[src/rtl/cell_vector_streamer.sv]
// Vector-to-cellstruct serialiser feeding the ComputationCell chain: whole-vector FIFO,
// element-per-cycle framing and fixed idle gaps. Optional CELL_VECTOR_STREAMER_COUNT_EN adds vectorCount.
package cell_package;
  localparam int BITWIDTH = 8;
  localparam int WINDEX_W = 8;

  typedef struct packed {
    logic [BITWIDTH-1:0] data;
    logic                isValid;
    logic                isFirst;
    logic                isLast;
    logic [WINDEX_W-1:0] wIndex;
    logic                isResult;
  } cellstruct;
endpackage

module cell_vector_streamer
  import cell_package::*;
#(
  parameter int bitwidth        = 8,
  parameter int inputVectorSize = 3,
  parameter int gapCycles       = 2,
  parameter int bufferDepth     = 2
) (
  input  logic                                clock,
  input  logic                                resetN,
  input  logic [bitwidth*inputVectorSize-1:0] vecIn,
  input  logic                                vecValid,
  output logic                                vecReady,
  output cellstruct                           streamOut,
  output logic                                busy
`ifdef CELL_VECTOR_STREAMER_COUNT_EN
  ,
  output logic [15:0]                         vectorCount
`endif
);

  // state    | meaning
  // S_IDLE   | nothing in flight; pop the FIFO head as soon as one is buffered
  // S_STREAM | driving element r_idx of r_vec onto the stream this cycle
  // S_GAP    | inter-vector idle cycles, r_gap_cnt counts down to the exit
  typedef enum logic [1:0] {S_IDLE, S_STREAM, S_GAP} state_t;

  localparam int VEC_W = bitwidth * inputVectorSize;
  localparam int PTR_W = (bufferDepth < 2) ? 1 : $clog2(bufferDepth);
  localparam int CNT_W = $clog2(bufferDepth + 1);
  localparam int IDX_W = (inputVectorSize < 2) ? 1 : $clog2(inputVectorSize);
  localparam int GAP_W = (gapCycles < 2) ? 1 : $clog2(gapCycles + 1);

  localparam logic [IDX_W-1:0] IDX_LAST = IDX_W'(inputVectorSize - 1);
  localparam logic [GAP_W-1:0] GAP_LOAD = GAP_W'(gapCycles);
  localparam logic [PTR_W-1:0] PTR_LAST = PTR_W'(bufferDepth - 1);
  localparam logic [CNT_W-1:0] CNT_FULL = CNT_W'(bufferDepth);

  logic [VEC_W-1:0] r_mem [bufferDepth];
  logic [PTR_W-1:0] r_wr_ptr;
  logic [PTR_W-1:0] r_rd_ptr;
  logic [CNT_W-1:0] r_count;

  state_t           r_state;
  state_t           w_state_nxt;
  logic [VEC_W-1:0] r_vec;
  logic [IDX_W-1:0] r_idx;
  logic [IDX_W-1:0] w_idx_nxt;
  logic [GAP_W-1:0] r_gap_cnt;
  logic [GAP_W-1:0] w_gap_nxt;
  cellstruct        r_out;
  cellstruct        w_out_nxt;

  logic                w_push;
  logic                w_pop;
  logic                w_done;
  logic [bitwidth-1:0] w_elem;

  // Readiness comes only from the registered count, so a full FIFO never passes a vector through.
  assign vecReady  = (r_count < CNT_FULL);
  assign w_push    = vecValid && vecReady;
  assign w_elem    = r_vec[int'(r_idx)*bitwidth +: bitwidth];
  assign streamOut = r_out;
  assign busy      = (r_count != '0) || (r_state != S_IDLE) || r_out.isValid;

  always_ff @(posedge clock) begin
    if (w_push) r_mem[r_wr_ptr] <= vecIn;
  end

  always_ff @(posedge clock or negedge resetN) begin
    if (!resetN) begin
      r_wr_ptr <= '0;
      r_rd_ptr <= '0;
      r_count  <= '0;
    end else begin
      if (w_push) r_wr_ptr <= (r_wr_ptr == PTR_LAST) ? '0 : r_wr_ptr + PTR_W'(1);
      if (w_pop)  r_rd_ptr <= (r_rd_ptr == PTR_LAST) ? '0 : r_rd_ptr + PTR_W'(1);
      case ({w_push, w_pop})
        2'b10:   r_count <= r_count + CNT_W'(1);
        2'b01:   r_count <= r_count - CNT_W'(1);
        default: r_count <= r_count;
      endcase
    end
  end

  always_comb begin
    w_state_nxt = r_state;
    w_idx_nxt   = r_idx;
    w_gap_nxt   = r_gap_cnt;
    w_pop       = 1'b0;
    w_done      = 1'b0;
    w_out_nxt   = '0;
    case (r_state)
      S_IDLE: begin
        if (r_count != '0) begin
          w_pop       = 1'b1;
          w_idx_nxt   = '0;
          w_state_nxt = S_STREAM;
        end
      end
      S_STREAM: begin
        w_out_nxt.isValid = 1'b1;
        w_out_nxt.data    = w_elem;
        w_out_nxt.wIndex  = WINDEX_W'(r_idx);
        w_out_nxt.isFirst = (r_idx == '0);
        w_out_nxt.isLast  = (r_idx == IDX_LAST);
        if (r_idx == IDX_LAST) begin
          if (gapCycles == 0) begin
            w_done = 1'b1;
          end else begin
            w_state_nxt = S_GAP;
            w_gap_nxt   = GAP_LOAD;
          end
        end else begin
          w_idx_nxt = r_idx + IDX_W'(1);
        end
      end
      S_GAP: begin
        // One GAP cycle per loaded count; the exit decision is taken on the final one.
        if (r_gap_cnt <= GAP_W'(1)) w_done = 1'b1;
        else                        w_gap_nxt = r_gap_cnt - GAP_W'(1);
      end
      default: w_state_nxt = S_IDLE;
    endcase
    if (w_done) begin
      if (r_count != '0) begin
        w_pop       = 1'b1;
        w_idx_nxt   = '0;
        w_state_nxt = S_STREAM;
      end else begin
        w_state_nxt = S_IDLE;
      end
    end
  end

  always_ff @(posedge clock or negedge resetN) begin
    if (!resetN) begin
      r_state   <= S_IDLE;
      r_idx     <= '0;
      r_gap_cnt <= '0;
      r_vec     <= '0;
      r_out     <= '0;
    end else begin
      r_state   <= w_state_nxt;
      r_idx     <= w_idx_nxt;
      r_gap_cnt <= w_gap_nxt;
      r_out     <= w_out_nxt;
      if (w_pop) r_vec <= r_mem[r_rd_ptr];
    end
  end

`ifdef CELL_VECTOR_STREAMER_COUNT_EN
  logic [15:0] r_vec_count;

  always_ff @(posedge clock or negedge resetN) begin
    if (!resetN)           r_vec_count <= '0;
    else if (r_out.isLast) r_vec_count <= r_vec_count + 16'd1;
  end

  assign vectorCount = r_vec_count;
`endif

endmodule
[config.mk]
export PLATFORM = sky130hd
export DESIGN_NAME = cell_vector_streamer
export DESIGN_NICKNAME = d
export VERILOG_FILES = /design/src/rtl/cell_vector_streamer.sv
export SDC_FILE = /design/constraint.sdc
export NUM_CORES = 1
export LEC_CHECK = 0
export CORE_ASPECT_RATIO = 1.75
export CORE_MARGIN = 8
export CORE_UTILIZATION = 59
export CTS_CLUSTER_DIAMETER = 100
export DETAILED_ROUTE_END_ITERATION = 7
export GPL_ROUTABILITY_DRIVEN = 0
export PLACE_DENSITY = 0.82
export SLEW_MARGIN = 20
export SYNTH_ARGS = -nofsm -noshare
export SYNTH_HDL_FRONTEND = slang
export SYNTH_SLANG_ARGS = --single-unit
[constraint.sdc]
create_clock -name clock -period 3.8 [get_ports clock]
set_input_delay 1.14 -clock clock [delete_from_list [all_inputs] [get_ports clock]]
set_output_delay 1.14 -clock clock [all_outputs]
set_load 0.01 [all_outputs]
# Yosys cells after proc, flatten, opt, wreduce, memory -nomap -nowiden
# Memory sizes are Yosys's and may differ from the RTL's. A register that Yosys moved wholly into a read port is not among the register bits.
# Cells that the tools add are included.
[word_totals]
memories = 1
elab_cells = 67
ram_bits = 48
regBits = 29
[op_classes]
shift = 1
n_addsub = 6
reduce_logical = 12
n_eq_ne = 10
order_cmp = 2
muxes = 24
[memory_table]
columns = ["name", "depth", "width", "rd", "rd_ports_with_merged_regs", "wr", "line", "rtl"]
rows = [
  ["r_mem", 2, 24, 1, 1, 1, "55", "logic [VEC_W-1:0] r_mem [bufferDepth];"],
]
[op_table]
columns = ["cell", "count"]
rows = [
  ["indexed part select 24 x 6 -> 8 bit", 1],
  ["2-to-1 mux 19 bit", 1],
  ["2-to-1 mux 2 bit", 8],
  ["one-hot mux 2 bit (2 select lines)", 3],
  ["2-to-1 mux 1 bit", 11],
  ["nonzero test 2 bit", 4],
  ["equality test 2 bit (second input constant)", 3],
  ["inequality test 2 bit (second input constant)", 3],
  ["inequality test 3 bit (second input constant)", 2],
  ["one-hot mux 2 bit (3 select lines)", 1],
  ["AND reduction 3 bit", 2],
  ["adder 2 x 1 -> 2 bit (second input constant)", 2],
  ["equality test 2 x 1 -> 1 bit (second input constant)", 2],
  ["zero test 2 bit", 2],
  ["subtractor 2 x 1 -> 2 bit (second input constant)", 2],
  ["adder 1 bit (second input constant)", 2],
  ["less-or-equal comparator 2 x 1 -> 1 bit (second input constant)", 1],
  ["logical OR 1 bit", 2],
  ["< comparator 2 bit (second input constant)", 1],
  ["logical AND 1 bit", 1],
  ["zero test 1 bit", 1],
]

# Depth between registers and ports, before layout
# Gate-level depths: netlist of run 1.
[logic_depth]
ltp_word = 7
depth_mapped = 9
ltp_nobuf = 8

# Worst setup path before layout of run 1
# OpenSTA, ideal clock, no wires.
[synth_path]
kind = "input -> register"
startpoint = "input port vecValid"
endpoint = "memory r_mem[0][0] (netlist name) (enable)"
path_stages = 2
path_slack_ns = 1.126
path_buffers = 0
t_required_ns = 3.395
arrival_time_ns = 2.269
cell_sequence = "nand2_1 > nor2_1"
[synth_via]
elab_chain_len = 3
[synth_rtl]
columns = ["item", "line", "rtl"]
rows = [
  ["from (decl)", "28", "input logic vecValid,"],
  ["logical AND 1 bit", "77", "assign w_push = vecValid && vecReady;"],
  ["2-to-1 mux 1 bit", "83", "if (w_push) r_mem[r_wr_ptr] <= vecIn;"],
  ["2-to-1 mux 1 bit (implied by the code)", "83", ""],
  ["to (decl)", "55", ""],
]
# Every way passes these cells.

# Worst setup path after layout of run 1
[layout_path]
startpoint = "register r_state[0]"
endpoint = "output port busy"
[layout_via]
elab_chain_len = 3
[layout_rtl]
columns = ["item", "line", "rtl"]
rows = [
  ["from (decl)", "60", "state_t r_state;"],
  ["from (signal assigned)", "160", "r_state <= w_state_nxt;"],
  ["nonzero test 2 bit", "80", "assign busy = (r_count != '0) || (r_state != S_IDLE) || r_out.isValid;"],
  ["logical OR 1 bit (2 in series)", "80", ""],
  ["to (decl)", "31", "output logic busy"],
]
# Every way passes these cells.

==> results_dict.tcl, run 1 <==
set metrics [dict create \
    status "complete, no violations" \
    nNetsFinal 334 \
    fp.dieArea_um2 9590 \
    period_share_pct 77.2 \
    fin_worst_skew_ns 0.00381 \
    worst_pin_slew_ns 0.843 \
    drv_cap 0 \
    core_area_um2 6490 \
    finalInstanceArea_um2 4670 \
    yosysTopAreaCell "edfxtp_1" \
    cts_hold_buf 0 \
    route.detailed.drc 0 \
    grt_pass1_vias 2239 \
    syn_to_final_growth_pct 19.4 \
    dp_worst_setup_slack_ns 1.28 \
    die_h_um 124 \
    htreeDepth 3 \
    drive_above_1_share_pct 25.7 \
    synthCells 252 \
    holdCritPathClass "reg2reg" \
    crit_path_cell_trace "inv_1, ha_1, nand3b_1, clkdlybuf4s50_1" \
    die_w_um 77.5 \
    insertion_delay_ns 0.34 \
    ys_top_cells_by_area "edfxtp_1 (37%), dfrtp_1 (30%), mux2_2 (16%)" \
    critPathKind "reg2out" \
    vias 2053 \
    synth.yosys.seq_area_share_pct 66.9 \
    cts_root_buffer "clkbuf_16" \
    grt_usage_pct 15.3 \
    wl_um 6800 \
    drtIter0Drc 145 \
    dp_hpwl_um 4380 \
    portBuffers 41 \
    grt_first_pass_wirelength_um 11100 \
    setup_viol 0 \
    slowest_delay_ns 0.54 \
    power_uw 3930 \
    cts_max_path_buffers 2 \
    yosysTopAreaCellShare_pct 36.9 \
    grt.overflow.total 0 \
    routed_via_density 5.33 \
    rows 39 \
    hold_viol_final 0 \
    cp_max_fo 6 \
    routedWlPerCell_um 17.7 \
    path_clk_slew_ns 0.06 \
    final_antenna_net_count 0 \
    ir_worst_vdd_uv 544 \
    cts.sink_count 95 \
    period_needed_ns 2.93 \
    syn_area_per_cell_um2 15.5 \
    dr.pass1.iters 4 \
    cts_tree "built" \
    start_kind "flip-flop" \
    relSlewSlack_pct 43.6 \
    hold_ws_ns 0.503 \
    diodes 0 \
    synthDistinctLibCells 37 \
    slowest_stage "clkdlybuf4s50_1" \
    postCtsSetupBuffers 0 \
    cp.required_ns 2.66 \
    pwr_density_cell_nw_per_um2 842 \
    placed_area_um2 4370 \
    p_leak_uw 0.00181 \
    fin_setup_tns_ns 0 \
    worstSetupEndpointType "primary output" \
    antenna_found_initial 0 \
    rsz0062_at_grt "false" \
    fmax_mhz 341 \
    ys_ff_latch 95 \
    netlist_area_um2 3910 \
    initial_core_util_pct 60.2 \
    fin_ws_ns 0.865 \
    cts_resized 0 \
    numCtsBuffers 9 \
    arrival_ns 1.79 \
    slew_violations 0 \
    grt_max_degree 48 \
    io_pins 49 \
    yosysWarnings 0 \
]
-- state kept, by name (all words and copies together) (netlist names) --
signal     count
r_count        2
r_gap_cnt      2
r_idx          2
r_mem         48
r_rd_ptr       1
r_state        2
r_vec         24
r_wr_ptr       1
streamOut     13
-- synth_stat cells, drive strengths merged --
master and number:
a211oi 1, a21boi 8, a21oi 3, a221oi 1
a32o 1, and2 4, and3 1, buf 12
clkbuf 3, clkinv 1, conb 1, dfrtp 47
edfxtp 48, ha 9, inv 6, mux2 58
nand2 19, nand2b 2, nand3 3, nand3b 1
nor2 6, nor2b 3, nor3 2, nor3b 1
nor4b 1, o211ai 1, o21ai 1, o31ai 1
or2 1, or3b 1, xnor2 4, xor2 1
-- path summary, 6_finish.rpt --
kind                                 start         to  slack, ns  cells past startpoint
worst max-delay path            r_state[0]       busy       0.87                      4
worst min-delay path              r_vec[1]   r_vec[1]       0.50                      1
worst max register to register  r_state[0]  r_vec[14]       1.35                      6
worst min register to register    r_vec[1]   r_vec[1]       0.50                      1
max in group asynchronous           resetN   r_rd_ptr       2.57                      1
min in group asynchronous           resetN  r_vec[11]       0.81                      1
-- per-layer routing --
metal | share of wire (%) | track usage, %
met1 | 40 | 16.7
met2 | 54 | 26.3
met3 | 4.0 | 4.62
met4 | 1.7 | 8.55
met5 | 0 | 0
-- worst max-delay path: cells and delay by family (launching register included) --
| family | cells | cell delay [ns] |
|---|---|---|
| DFF | 1 | 0.43 |
| adders and majority gates | 1 | 0.27 |
| buffers and inverters | 2 | 0.63 |
| and+or+nand+nor | 1 | 0.11 |
-- where the power goes --
group	switching [µW]	leakage, µW	internal [µW]	total [µW]
logic	604	0.000653	764	1370
registers	227	0.00101	1450	1670
clock network	341	0.000144	547	887
total	1170	0.00181	2760	3930
-- stage by stage --
stage	cells	utilization (%)
2_1_floorplan	258	-
3_3_place_gp	369	67.3
3_5_place_dp	369	67.3
4_1_cts	385	71.9
5_1_grt	385	71.9
6_report	385	71.9
-- placed cells by master, fill, tap and decap left out, types with 2 or more instances in the layout --
| master | Yosys | final |
|---|---|---|
| buf_4 | 7 | 4 |
| nand3_1 | 3 | 3 |
| nand2b_1 | 2 | 2 |
| clkbuf_16 | 0 | 9 |
| and2_1 | 4 | 4 |
| ha_1 | 9 | 9 |
| nor2b_1 | 3 | 3 |
| conb_1 | 1 | 7 |
| a21oi_1 | 3 | 3 |
| a21boi_0 | 8 | 8 |
| inv_1 | 6 | 6 |
| nand2_1 | 19 | 19 |
| clkbuf_1 | 3 | 4 |
| xnor2_1 | 4 | 4 |
| edfxtp_1 | 48 | 48 |
| mux2_2 | 57 | 57 |
| clkdlybuf4s50_1 | 0 | 40 |
| clkbuf_8 | 0 | 2 |
| dfrtp_1 | 47 | 46 |
| nor2_1 | 6 | 5 |
-- kinds of logic (layout without fill, tap and decap cells) --
kind of cell    count (synthesis)  count (layout)  share of synthesized area, %
flops                          95              95                          66.9
compound gates                 17              17                          3.10
fa+ha+maj                       9               9                          2.88
buf+inv                        22              67                          3.23
other cells                     1               7                        0.0959
xor+xnor                        5               5                          1.12
mux                            58              58                          16.7
simple gates                   45              45                          5.92
-- layout make-up --
| type | count | area (µm²) |
|---|---|---|
| clock buffers | 15 | 268 |
| clock inverters | 1 | 30.0 |
| fillers | 443 | 1820 |
| inverters | 7 | 26.3 |
| multi-input cells | 141 | 1190 |
| flip-flops and latches | 95 | 2620 |
| well taps | 82 | 103 |
| repair buffers | 44 | 430 |
(Power assumes the default switching activity.)
==> run 2: changes to the inputs <==
Settings changed: CORE_UTILIZATION 59 to 55, PLACE_DENSITY 0.82 to 0.77.
Clock period 3.8 ns to 2.73 ns, I/O delays scaled along.
==> run 2 against run 1 <==
Clock-buffer cell count fell by 3. Non-clock buffer count rose by 4. Sequential power rose by 37%. Core utilization fell by 3.2 points. Hold slack got worse by 0.060 ns. Sequential share of layout area fell by 0.53 points. Final area rose by 0.91%. Worst setup slack got worse by 0.68 ns. Via count rose by 0.78%. Final cell count rose by 1.6%. Critical endpoint unchanged. Largest cell class unchanged. Largest power group unchanged.
==> results_dict.tcl, run 2 (synthesis gave the netlist of run 1 again) <==
set metrics [dict create \
    p_sw_uw 1630 \
    wirelength_met1_um 2770 \
    relSlewSlack_pct 61.4 \
    cp_max_fo 6 \
    htreeDepth 3 \
    clkPwrFrac_pct 22.4 \
    die_h_um 128 \
    r2r_start "r_idx[0]" \
    rsz0062_at_grt "false" \
    worstSetupEndpointType "primary output" \
    fin_worst_skew_ns 0.00643 \
    slew_violations 0 \
    wl_um 6670 \
    ir_worst_vdd_uv 739 \
    switching_share_pct 29.9 \
    cp_num_buf_inv 2 \
    portBuffers 41 \
    worst_pin_slew_ns 0.579 \
    slowest_stage "clkdlybuf4s50_1" \
    period_needed_ns 2.55 \
    fp.dieArea_um2 10200 \
    grt_first_pass_wirelength_um 11000 \
    nNetsFinal 338 \
    dp_hpwl_um 4790 \
    diodes 0 \
    initial_core_util_pct 57.0 \
    arrival_ns 1.73 \
    wl_met3_um 219 \
    grt.overflow.total 0 \
    start_kind "flip-flop" \
    io_pins 49 \
    cts_max_path_buffers 2 \
    cp.required_ns 1.91 \
    largest_reg_flops 48 \
    drive_above_1_share_pct 27.0 \
    dr.pass1.iters 4 \
    status "complete, no violations" \
    path_clk_slew_ns 0.06 \
    routed_via_density 5.29 \
    grt_usage_pct 14.2 \
    drtIter0Drc 90 \
    critPathKind "reg2out" \
    seqPwrFrac_pct 41.7 \
    core_area_um2 6860 \
    postCtsSetupBuffers 0 \
    final_antenna_net_count 0 \
    period_share_pct 93.3 \
    rows 40 \
    fmax_mhz 393 \
    drv_cap 0 \
    grt_pass1_vias 2210 \
    regMostFlops "r_mem" \
    route.detailed.drc 0 \
    syn_to_final_growth_pct 20.4 \
    grt_max_degree 29 \
    utilization_pct 68.7 \
    cts_hold_buf 0 \
    combPwrFrac_pct 35.9 \
    die_w_um 79.7 \
    crit_path_cell_trace "inv_1, ha_1, nand3b_1, clkdlybuf4s50_1" \
    final_cell_mix "mux2_2 (57), edfxtp_1 (48), dfrtp_1 (47), clkdlybuf4s50_1 (40), nand2_1 (19)" \
    r2r-end "r_gap_cnt[0]" \
    setup_viol 0 \
    cts.sink_count 95 \
    intPower_uw 3830 \
    fin_setup_tns_ns 0 \
    hold_viol_final 0 \
    slowest_delay_ns 0.54 \
    numCtsBuffers 9 \
    cts_resized 0 \
    cts_root_buffer "clkbuf_16" \
    routedWlPerCell_um 17.1 \
    vias 2069 \
    cts_tree "built" \
    antenna_found_initial 0 \
    mostFrequentLayoutCell "mux2_2" \
    met2WireLength_um 3570 \
    holdCritPathClass "in2async" \
    cpLargestDelayFamily "buffers and inverters" \
    pwr_density_cell_nw_per_um2 1160 \
    insertion_delay_ns 0.33 \
    p_leak_uw 0.00184 \
    top_layer_used "met4" \
    r2r_setup_slack_ns 0.75 \
    reg2regPathDepth 5 \
]
[run 2: metal layers]
layer | vias up | track usage [%]
li1 | 990 | -
met1 | 1037 | 16.2
met2 | 32 | 24.1
met3 | 10 | 3.86
met4 | 0 | 6.14
met5 | - | 0
[run 2: how the worst max path moves through the flow]
stage               slack (ns)      endpoint  startpoint  cells past startpoint
finish                    0.18          busy  r_state[0]                      4
global route              0.11          busy  r_state[0]                      4
CTS                       0.16          busy  r_state[0]                      4
detailed placement        0.48  r_mem[1][14]    vecValid                      3
global placement          0.49  r_mem[1][14]    vecValid                      3
floorplan                 0.38   r_mem[0][0]    vecValid                      2
[run 2: worst reg2reg max path, delay by kind of cell (launching register included)]
family	cells	cell delay, ns
fa+ha+maj	1	0.26
buf+inv	1	0.18
flops	1	0.69
simple gates	1	0.22
mux	1	0.35
compound gates	1	0.17
[run 2: metrics by stage]
stage	hold slack [ns]	total power (µW)	std cells	cell area, µm²	setup WS, ns
floorplan	0.452	3700	258	3930	0.377
global placement	0.467	4200	375	4410	0.492
detailed placement	0.489	4290	375	4410	0.481
CTS	0.465	5520	391	4710	0.165
global route	0.486	5780	391	4710	0.105
finish	0.444	5470	391	4710	0.183
[run 2: final cells by class]
type / count / area, µm²
Timing Repair Buffer: 48 / 470
Inverter: 7 / 26.3
Sequential cell: 95 / 2620
Multi-Input combinational cell: 141 / 1190
Clock buffer: 12 / 246
Fill cell: 469 / 2150
Clock inverter: 4 / 52.6
Tap cell: 84 / 105
[run 2: power groups by stage]
stage                     logic (µW)  registers [µW]  clock network [µW]
after floorplan                 1460            2230                   0
after global placement          1910            2290                   0
after detailed placement        1970            2310                   0
after CTS                       1990            2290                1240
after global routing            2140            2340                1300
final                           1960            2280                1220
